## config.mk

```make
export PLATFORM = sky130hd
export DESIGN_NAME = kmp_matcher
export DESIGN_NICKNAME = d
export VERILOG_FILES = /design/src/rtl/kmp_matcher.sv
export SDC_FILE = /design/constraint.sdc
export NUM_CORES = 1
export LEC_CHECK = 0
export BUFFER_PORTS_ARGS = -buffer_cell sky130_fd_sc_hd__clkbuf_2
export CORE_AREA = 2 2 142 144
export CTS_CLUSTER_SIZE = 24
export DETAILED_ROUTE_END_ITERATION = 16
export DIE_AREA = 0 0 144 146
export HOLD_SLACK_MARGIN = 0.05
export PLACE_DENSITY = 0.51
export SLEW_MARGIN = 20
export SYNTH_ARGS = -nofsm -noshare
export SYNTH_HDL_FRONTEND = slang
export SYNTH_SLANG_ARGS = --single-unit
```

## constraint.sdc

```tcl
create_clock -name clk -period 3.6 [get_ports clk]
set_input_delay 1.08 -clock clk [delete_from_list [all_inputs] [get_ports clk]]
set_output_delay 1.08 -clock clk [all_outputs]
set_load 0.03 [all_outputs]
```

## src/rtl/kmp_matcher.sv

```systemverilog
// kmp_matcher: Knuth-Morris-Pratt search of one pattern over a bounded string.
// Reports the start index of the first occurrence once per i_valid request.
module kmp_matcher #(
    parameter int BYTE        = 8,
    parameter int MAX_PATTERN = 8,
    parameter int MAX_PAT_ADD = 3,
    parameter int MAX_STRING  = 32,
    parameter int MAX_STR_ADD = 5
) (
    input  logic                               clk,
    input  logic                               reset,
    input  logic                               i_valid,
    input  logic [MAX_PATTERN*BYTE-1:0]        pattern,
    input  logic [MAX_PAT_ADD-1:0]             last_pat_idx,
    input  logic [MAX_PAT_ADD*MAX_PATTERN-1:0] fail_func,
    input  logic [MAX_STRING*BYTE-1:0]         str,
    input  logic [MAX_STR_ADD-1:0]             last_str_idx,
    output logic                               o_match,
    output logic [MAX_STR_ADD-1:0]             o_match_idx,
    output logic                               o_valid
);

    typedef enum logic [2:0] {
        IDLE = 3'b001,
        SCAN = 3'b010,
        DONE = 3'b100
    } state_t;

    state_t state, state_nxt;

    logic [MAX_STR_ADD-1:0] str_ptr, str_ptr_nxt;
    logic [MAX_PAT_ADD-1:0] pat_ptr, pat_ptr_nxt;
    logic [MAX_PAT_ADD-1:0] pat_prev;
    logic [MAX_STR_ADD-1:0] idx_nxt;
    logic [MAX_STR_ADD-1:0] pat_last_ext;
    logic                   match_nxt;
    logic                   valid_nxt;
    logic                   chars_eq;

    logic [BYTE-1:0]        pat_ch   [MAX_PATTERN];
    logic [MAX_PAT_ADD-1:0] fail_ent [MAX_PATTERN];
    logic [BYTE-1:0]        str_ch   [MAX_STRING];

    for (genvar k = 0; k < MAX_PATTERN; k++) begin : g_pat
        assign pat_ch[k]   = pattern[k*BYTE +: BYTE];
        assign fail_ent[k] = fail_func[k*MAX_PAT_ADD +: MAX_PAT_ADD];
    end

    for (genvar n = 0; n < MAX_STRING; n++) begin : g_str
        assign str_ch[n] = str[n*BYTE +: BYTE];
    end

    assign pat_last_ext = MAX_STR_ADD'(last_pat_idx);
    assign pat_prev     = pat_ptr - MAX_PAT_ADD'(1);
    assign chars_eq     = (str_ch[str_ptr] == pat_ch[pat_ptr]);

    always_ff @(posedge clk or negedge reset) begin
        if (!reset) begin
            state       <= IDLE;
            str_ptr     <= '0;
            pat_ptr     <= '0;
            o_match     <= 1'b0;
            o_match_idx <= '0;
            o_valid     <= 1'b0;
        end else begin
            state       <= state_nxt;
            str_ptr     <= str_ptr_nxt;
            pat_ptr     <= pat_ptr_nxt;
            o_match     <= match_nxt;
            o_match_idx <= idx_nxt;
            o_valid     <= valid_nxt;
        end
    end

    always_comb begin
        state_nxt   = state;
        str_ptr_nxt = str_ptr;
        pat_ptr_nxt = pat_ptr;
        match_nxt   = o_match;
        idx_nxt     = o_match_idx;
        valid_nxt   = o_valid;
        case (state)
            IDLE: begin
                valid_nxt = 1'b0;
                if (i_valid) begin
                    state_nxt   = SCAN;
                    str_ptr_nxt = '0;
                    pat_ptr_nxt = '0;
                    match_nxt   = 1'b0;
                    idx_nxt     = '0;
                end
            end
            SCAN: begin
                if (!i_valid) begin
                    state_nxt = IDLE;
                    valid_nxt = 1'b0;
                end else if (pat_last_ext > last_str_idx) begin
                    state_nxt = DONE;
                    valid_nxt = 1'b1;
                    match_nxt = 1'b0;
                    idx_nxt   = '0;
                end else if (chars_eq && pat_ptr == last_pat_idx) begin
                    state_nxt = DONE;
                    valid_nxt = 1'b1;
                    match_nxt = 1'b1;
                    idx_nxt   = str_ptr - pat_last_ext;
                end else if (chars_eq && str_ptr == last_str_idx) begin
                    state_nxt = DONE;
                    valid_nxt = 1'b1;
                    match_nxt = 1'b0;
                    idx_nxt   = '0;
                end else if (chars_eq) begin
                    str_ptr_nxt = str_ptr + MAX_STR_ADD'(1);
                    pat_ptr_nxt = pat_ptr + MAX_PAT_ADD'(1);
                end else if (pat_ptr != '0) begin
                    // fall back along the prefix function; text position is kept
                    pat_ptr_nxt = fail_ent[pat_prev];
                end else if (str_ptr == last_str_idx) begin
                    state_nxt = DONE;
                    valid_nxt = 1'b1;
                    match_nxt = 1'b0;
                    idx_nxt   = '0;
                end else begin
                    str_ptr_nxt = str_ptr + MAX_STR_ADD'(1);
                end
            end
            DONE: begin
                if (!i_valid) begin
                    state_nxt = IDLE;
                    valid_nxt = 1'b0;
                end
            end
            default: begin
                state_nxt = IDLE;
                valid_nxt = 1'b0;
            end
        endcase
    end

endmodule

```

* Word level (Yosys, flattened, before mapping) *
Cells that the tools add are included.

operators by class
  reduce and logical (&&, ||, !) cells = 9
  add/sub/neg operators = 4
  magnitude comparators = 4
  muxes and demuxes = 62
  eq/ne operators = 21
  bitwise operators = 3

operators by type and width
  operator             number
  $mux 5               15
  $mux 3               18
  $bmux 8 s5           1
  $mux 8               4
  $bmux 8 s3           1
  $pmux 5 s2           2
  $ne 6x6->1 const B   3
  $mux 1               16
  $ne 5x5->1 const B   3
  $ne 2x2->1 const B   6
  $bmux 3 s3           1
  $ne 3x3->1 const B   3
  $pmux 3 s3           1
  $eq 8x8->1           1
  $ge 4x4->1 const B   2
  $not 3->4            2
  $reduce_and 8->1     1
  $reduce_and 7->1     1
  $ge 6x6->1 const B   1
  $not 5->6            1
  $pmux 3 s2           1
  $reduce_and 6->1     1
  $add 5x1->5 const B  1
  $eq 5x5->1           1
  other kinds (14)     16

storage, ports and cells
  register bits after elaboration = 18
  input bits = 355
  logic and storage cells = 109
  output and inout port bits = 7

* Longest topological paths before layout *
  depth after elaboration = 12
  gate-level depth with buffers = 14
  depth with buffers taken out = 11

* Worst setup path before layout *
OpenSTA, ideal clock, no wires.

  path kind = input port to flip-flop
  from = in str[157]
  to = reg str_ptr[4]
  buffers on the path = 0
  cell stages on the path = 10
  setup time = 0.127 ns
  arrival = 3.708 ns
  required time = 3.473 ns
  slack = -0.236 ns
  path through = mux4_1 mux4_2 nor2b_1 a31oi_1 xnor2_1 nand4_2 o41a_2 o221a_2 nand4_1 mux2_1

on the way
  cells in the longest elaborated chain, start to end = 10
  elaborated cells between the ends (all ways) = 17
  those cells by class = eq/ne: 5; mux: 9; reduce/logical: 3

RTL lines
  item                                            line  RTL
  from (decl)                                     16    input logic [MAX_STRING*BYTE-1:0] str,
  $bmux 8 s5 (*)                                  55    assign chars_eq = (str_ch[str_ptr] == pat_ch[pat_ptr]);
  $mux 8 (implied by the code) (*) (2 in series)  55
  $eq 8x8->1 (*)                                  55
  $mux 5                                          112   end else if (chars_eq) begin
  $mux 5                                          107   end else if (chars_eq && str_ptr == last_str_idx) begin
  $mux 5                                          102   end else if (chars_eq && pat_ptr == last_pat_idx) begin
  $mux 5                                          97    end else if (pat_last_ext > last_str_idx) begin
  $mux 5                                          94    if (!i_valid) begin
  $pmux 5 s2                                      82    case (state)
  to (signal assigned)                            67    str_ptr <= str_ptr_nxt;
  to (decl)                                       31    logic [MAX_STR_ADD-1:0] str_ptr, str_ptr_nxt;

Every way passes the cells marked *; elsewhere a longest branch is shown, timed or not. The select of a mux whose other input is x is not followed.
A chain may end at the register's enable or synchronous reset.

* Worst setup path in the final report *
  from = in str[129]
  to = reg str_ptr[4]

Same word-level chain as after synthesis.

==> results by group <==
Outcome
  – Status: complete, but fails checks
  – Failing checks: negative setup slack

Placed design
  – Port Buf Inserts: 361
  – Placed Cells: 1059
  – RePlAce Congestion: 0.887
  – Setup Slack @ Placement: -0.512 ns
  – DP Area: 6730 um2
  – DP Wirelength: 17700 um

Floorplanning
  – I/O pins: 362
  – Core Footprint: 19300 um2
  – Site row count: 51
  – Die Width: 144 um
  – Initial Utilization: 0.228
  – DIE AREA: 21000 um2
  – Die Ht: 146 um

Setup path
  – Critical Path RT: 3.73 ns
  – CP Max Fanout: 2
  – CP max stage delay: 0.51 ns
  – Critical path cell sequence: clkbuf_2 > mux4_2 > mux4_2 > mux2i_2 > xnor2_1 > nand4_2 > o41a_4 > o221a_4 > nand4_1 > mux2_4
  – CP Class: in2reg
  – R2R Path End: str_ptr[4]
  – Worst reg-to-reg path cell count: 13
  – Slowest CP cell: mux4_2
  – CP endpoint kind: flop
  – FF-to-FF setup slack: 0.03 ns
  – Worst r2r src: str_ptr[0]
  – CP endpoint: str_ptr[4]
  – Setup crit start: str[129]
  – CP top delay family: multiplexers
  – Worst Setup Start Kind: input pin
  – CP dominant cell by count: mux4_2
  – Worst EP arrival: 3.83 ns
  – CP bufs+invs: 1
  – Cell count along the critical path: 10

STA
  – RSZ-0062 raised after global routing: yes
  – Final worst setup slack: -0.0936 ns
  – Slew Viols, Final: 0
  – Final hold violation count: 0
  – Tmin final: 3.69 ns
  – Slew HR: 0.453
  – Worst Max-Slew Pin Slew: 0.818 ns
  – Final Skew: 0.00742 ns
  – Period utilisation layout: 1.03
  – Setup Viol. Count Final: 8
  – Fmax: 0.271 GHz

Cells and area
  – Final #Nets: 1171
  – # fillers: 2009
  – Fin util: 0.361
  – Register area: 457 um2
  – Fraction of layout cells with a size suffix above 1: 0.641
  – Design Area, Final: 6990 um2
  – Area grow syn2layout: 58.7%
  – Non-Filler Instances: 1070
  – Area of the multi-input gates: 3760 um2

Global route
  – Vias in the first global route: 5290
  – First-pass GRT wire length: 29400 um
  – Initial antenna violation count: 1
  – Tot GR Track Use: 0.180
  – Largest net degree at the start of global routing: 32
  – Grt ovf: 0

Yosys
  – Area leader, netlist: mux4_2
  – Flops & latches, synth: 18
  – Synth Flop Type: dfrtp_1
  – Synth cell types: 58
  – Post-synth top area share: 0.261
  – EDFF count, synth: 0
  – Syn nets: 786
  – Yosys warnings: 0
  – Async SR Flop Fraction: 1.00
  – Area contributors post-synth: mux4_2, mux2i_1, dfrtp_1, mux4_1, a22oi_1
  – Register area share after synthesis: 0.103
  – Syn avg cell area: 10.5 um2
  – Post-Syn Area: 4400 um2
  – Mapped Cells: 420

Detailed routing
  – ANT nets after route: 0
  – # DRC: 0
  – Iter 0 DRT Violations: 233
  – WL final: 20200 um
  – Vias per cell: 4.79
  – DR pass1 iterations: 6
  – WL/cell: 18.9 um
  – Vias: 5128

CTS
  – CTS Buf Count: 3
  – Clock slew at reported path FFs: 0.06 ns
  – CTS Root Buffer Type: clkbuf_16
  – CTS tree: done
  – Clock latency on the worst-skew pair: 0.25 ns
  – CTS Sinks: 18
  – Post-CTS Hold Buffers: 0
  – Clock Tree Buf Depth: 2
  – CTS H-tree lvls: 1

Job
  – Max-Cap Viols: 0

Power and ir drop
  – Total power: 1.65 mW
  – Power Density: 236 nW/um2
  – Max IR drop VDD: 0.163 mV
  – LEAKAGE: 3.23 nW

Min path
  – Hold Startpoint: o_match_idx[0]
  – Worst min path class: reg2reg
-- metrics by stage --
step | setup TNS [ns] | hold WS [ns]
2_1_floorplan | -0.425 | 0.597
3_3_place_gp | -4.77 | 0.497
3_5_place_dp | -4.84 | 0.498
4_1_cts | -0.474 | 0.513
5_1_grt | -1.90 | 0.528
6_report | -0.198 | 0.511
-- cell usage in the layout (no fill, tap or decap), drive strengths merged, types with 2 or more instances in the layout --
cell,n
nand4,5
o31ai,5
o21ai,15
buf,54
dfrtp,17
nand2b,4
mux2,9
nor2b,16
a211oi,7
mux4,61
mux2i,73
o21a,3
xnor2,10
a21oi,8
a31oi,2
a21o,5
a22oi,24
xor2,7
a32o,3
inv,17
ha,10
nor3,8
clkbuf,365
and2,2
nand2,22
nand3,15
nor2,12
or3,6
nand4b,2
-- power by group --
| part | leakage (nW) | internal [mW] | switching [mW] |
|---|---|---|---|
| clock | 0.0442 | 0.169 | 0.0856 |
| combinational | 2.94 | 0.643 | 0.501 |
| sequential | 0.243 | 0.220 | 0.0286 |
| total | 3.23 | 1.03 | 0.615 |
-- layout make-up --
| cell class | instances | area share |
|---|---|---|
| multi-input combinational | 350 | 0.538 |
| tap | 265 | 0.0475 |
| antenna | 1 | 0.000358 |
| timing repair buffer | 415 | 0.327 |
| inverter | 17 | 0.00913 |
| sequential | 18 | 0.0654 |
| clock buffer | 4 | 0.0127 |
-- cell families after synthesis --
family / share of synthesized area
muxes: 0.510
and+or+nand+nor: 0.114
AOI/OAI and AO/OA: 0.140
buffers and inverters: 0.0673
DFF: 0.103
xor gates and xnor gates: 0.0338
adders and majority gates: 0.0330
-- cell usage after synthesis (all sizes together), types with 2 or more instances --
cell / n
inv: 17
clkbuf: 5
nand4b: 2
a21o: 5
nand2: 22
a21oi: 8
a211oi: 7
dfrtp: 17
o21a: 3
nor3: 8
buf: 30
mux2i: 73
ha: 10
nand4: 5
nand3: 15
a32o: 3
xor2: 7
xnor2: 10
a22oi: 24
o31ai: 5
a31oi: 2
nor2b: 16
mux4: 61
mux2: 9
o21ai: 15
or3: 6
nand2b: 4
and2: 2
nor2: 12
-- registers in the layout (all words and copies together) (netlist names) --
signal       flops
o_match          1
o_match_idx      5
o_valid          1
pat_ptr          3
state            3
str_ptr          5
-- layer usage --
layer,wire (um),global-route usage,vias up
met2,10200,0.329,223
met4,260,0.0284,0
met1,8280,0.227,2429
li1,-,-,2459
met3,1420,0.0244,17
met5,0,0,-
-- worst min path at each step --
stage / end / slack, ns / depth (start not counted)
floorplan: o_valid / 0.60 / 2
global placement: o_match_idx[4] / 0.50 / 1
detailed placement: o_match_idx[0] / 0.50 / 1
CTS: o_match_idx[0] / 0.51 / 1
global route: o_match_idx[0] / 0.53 / 1
finish: o_match_idx[0] / 0.51 / 1
-- timing repair --
action | in CTS | in global routing
buffers inserted | 2 | 3
gates resized for setup | 17 | 12
cloned | 0 | 1
setup endpoints to repair | 10 | 17
pin swaps | 11 | 4
No activity file was read; power rests on OpenSTA's default activity.
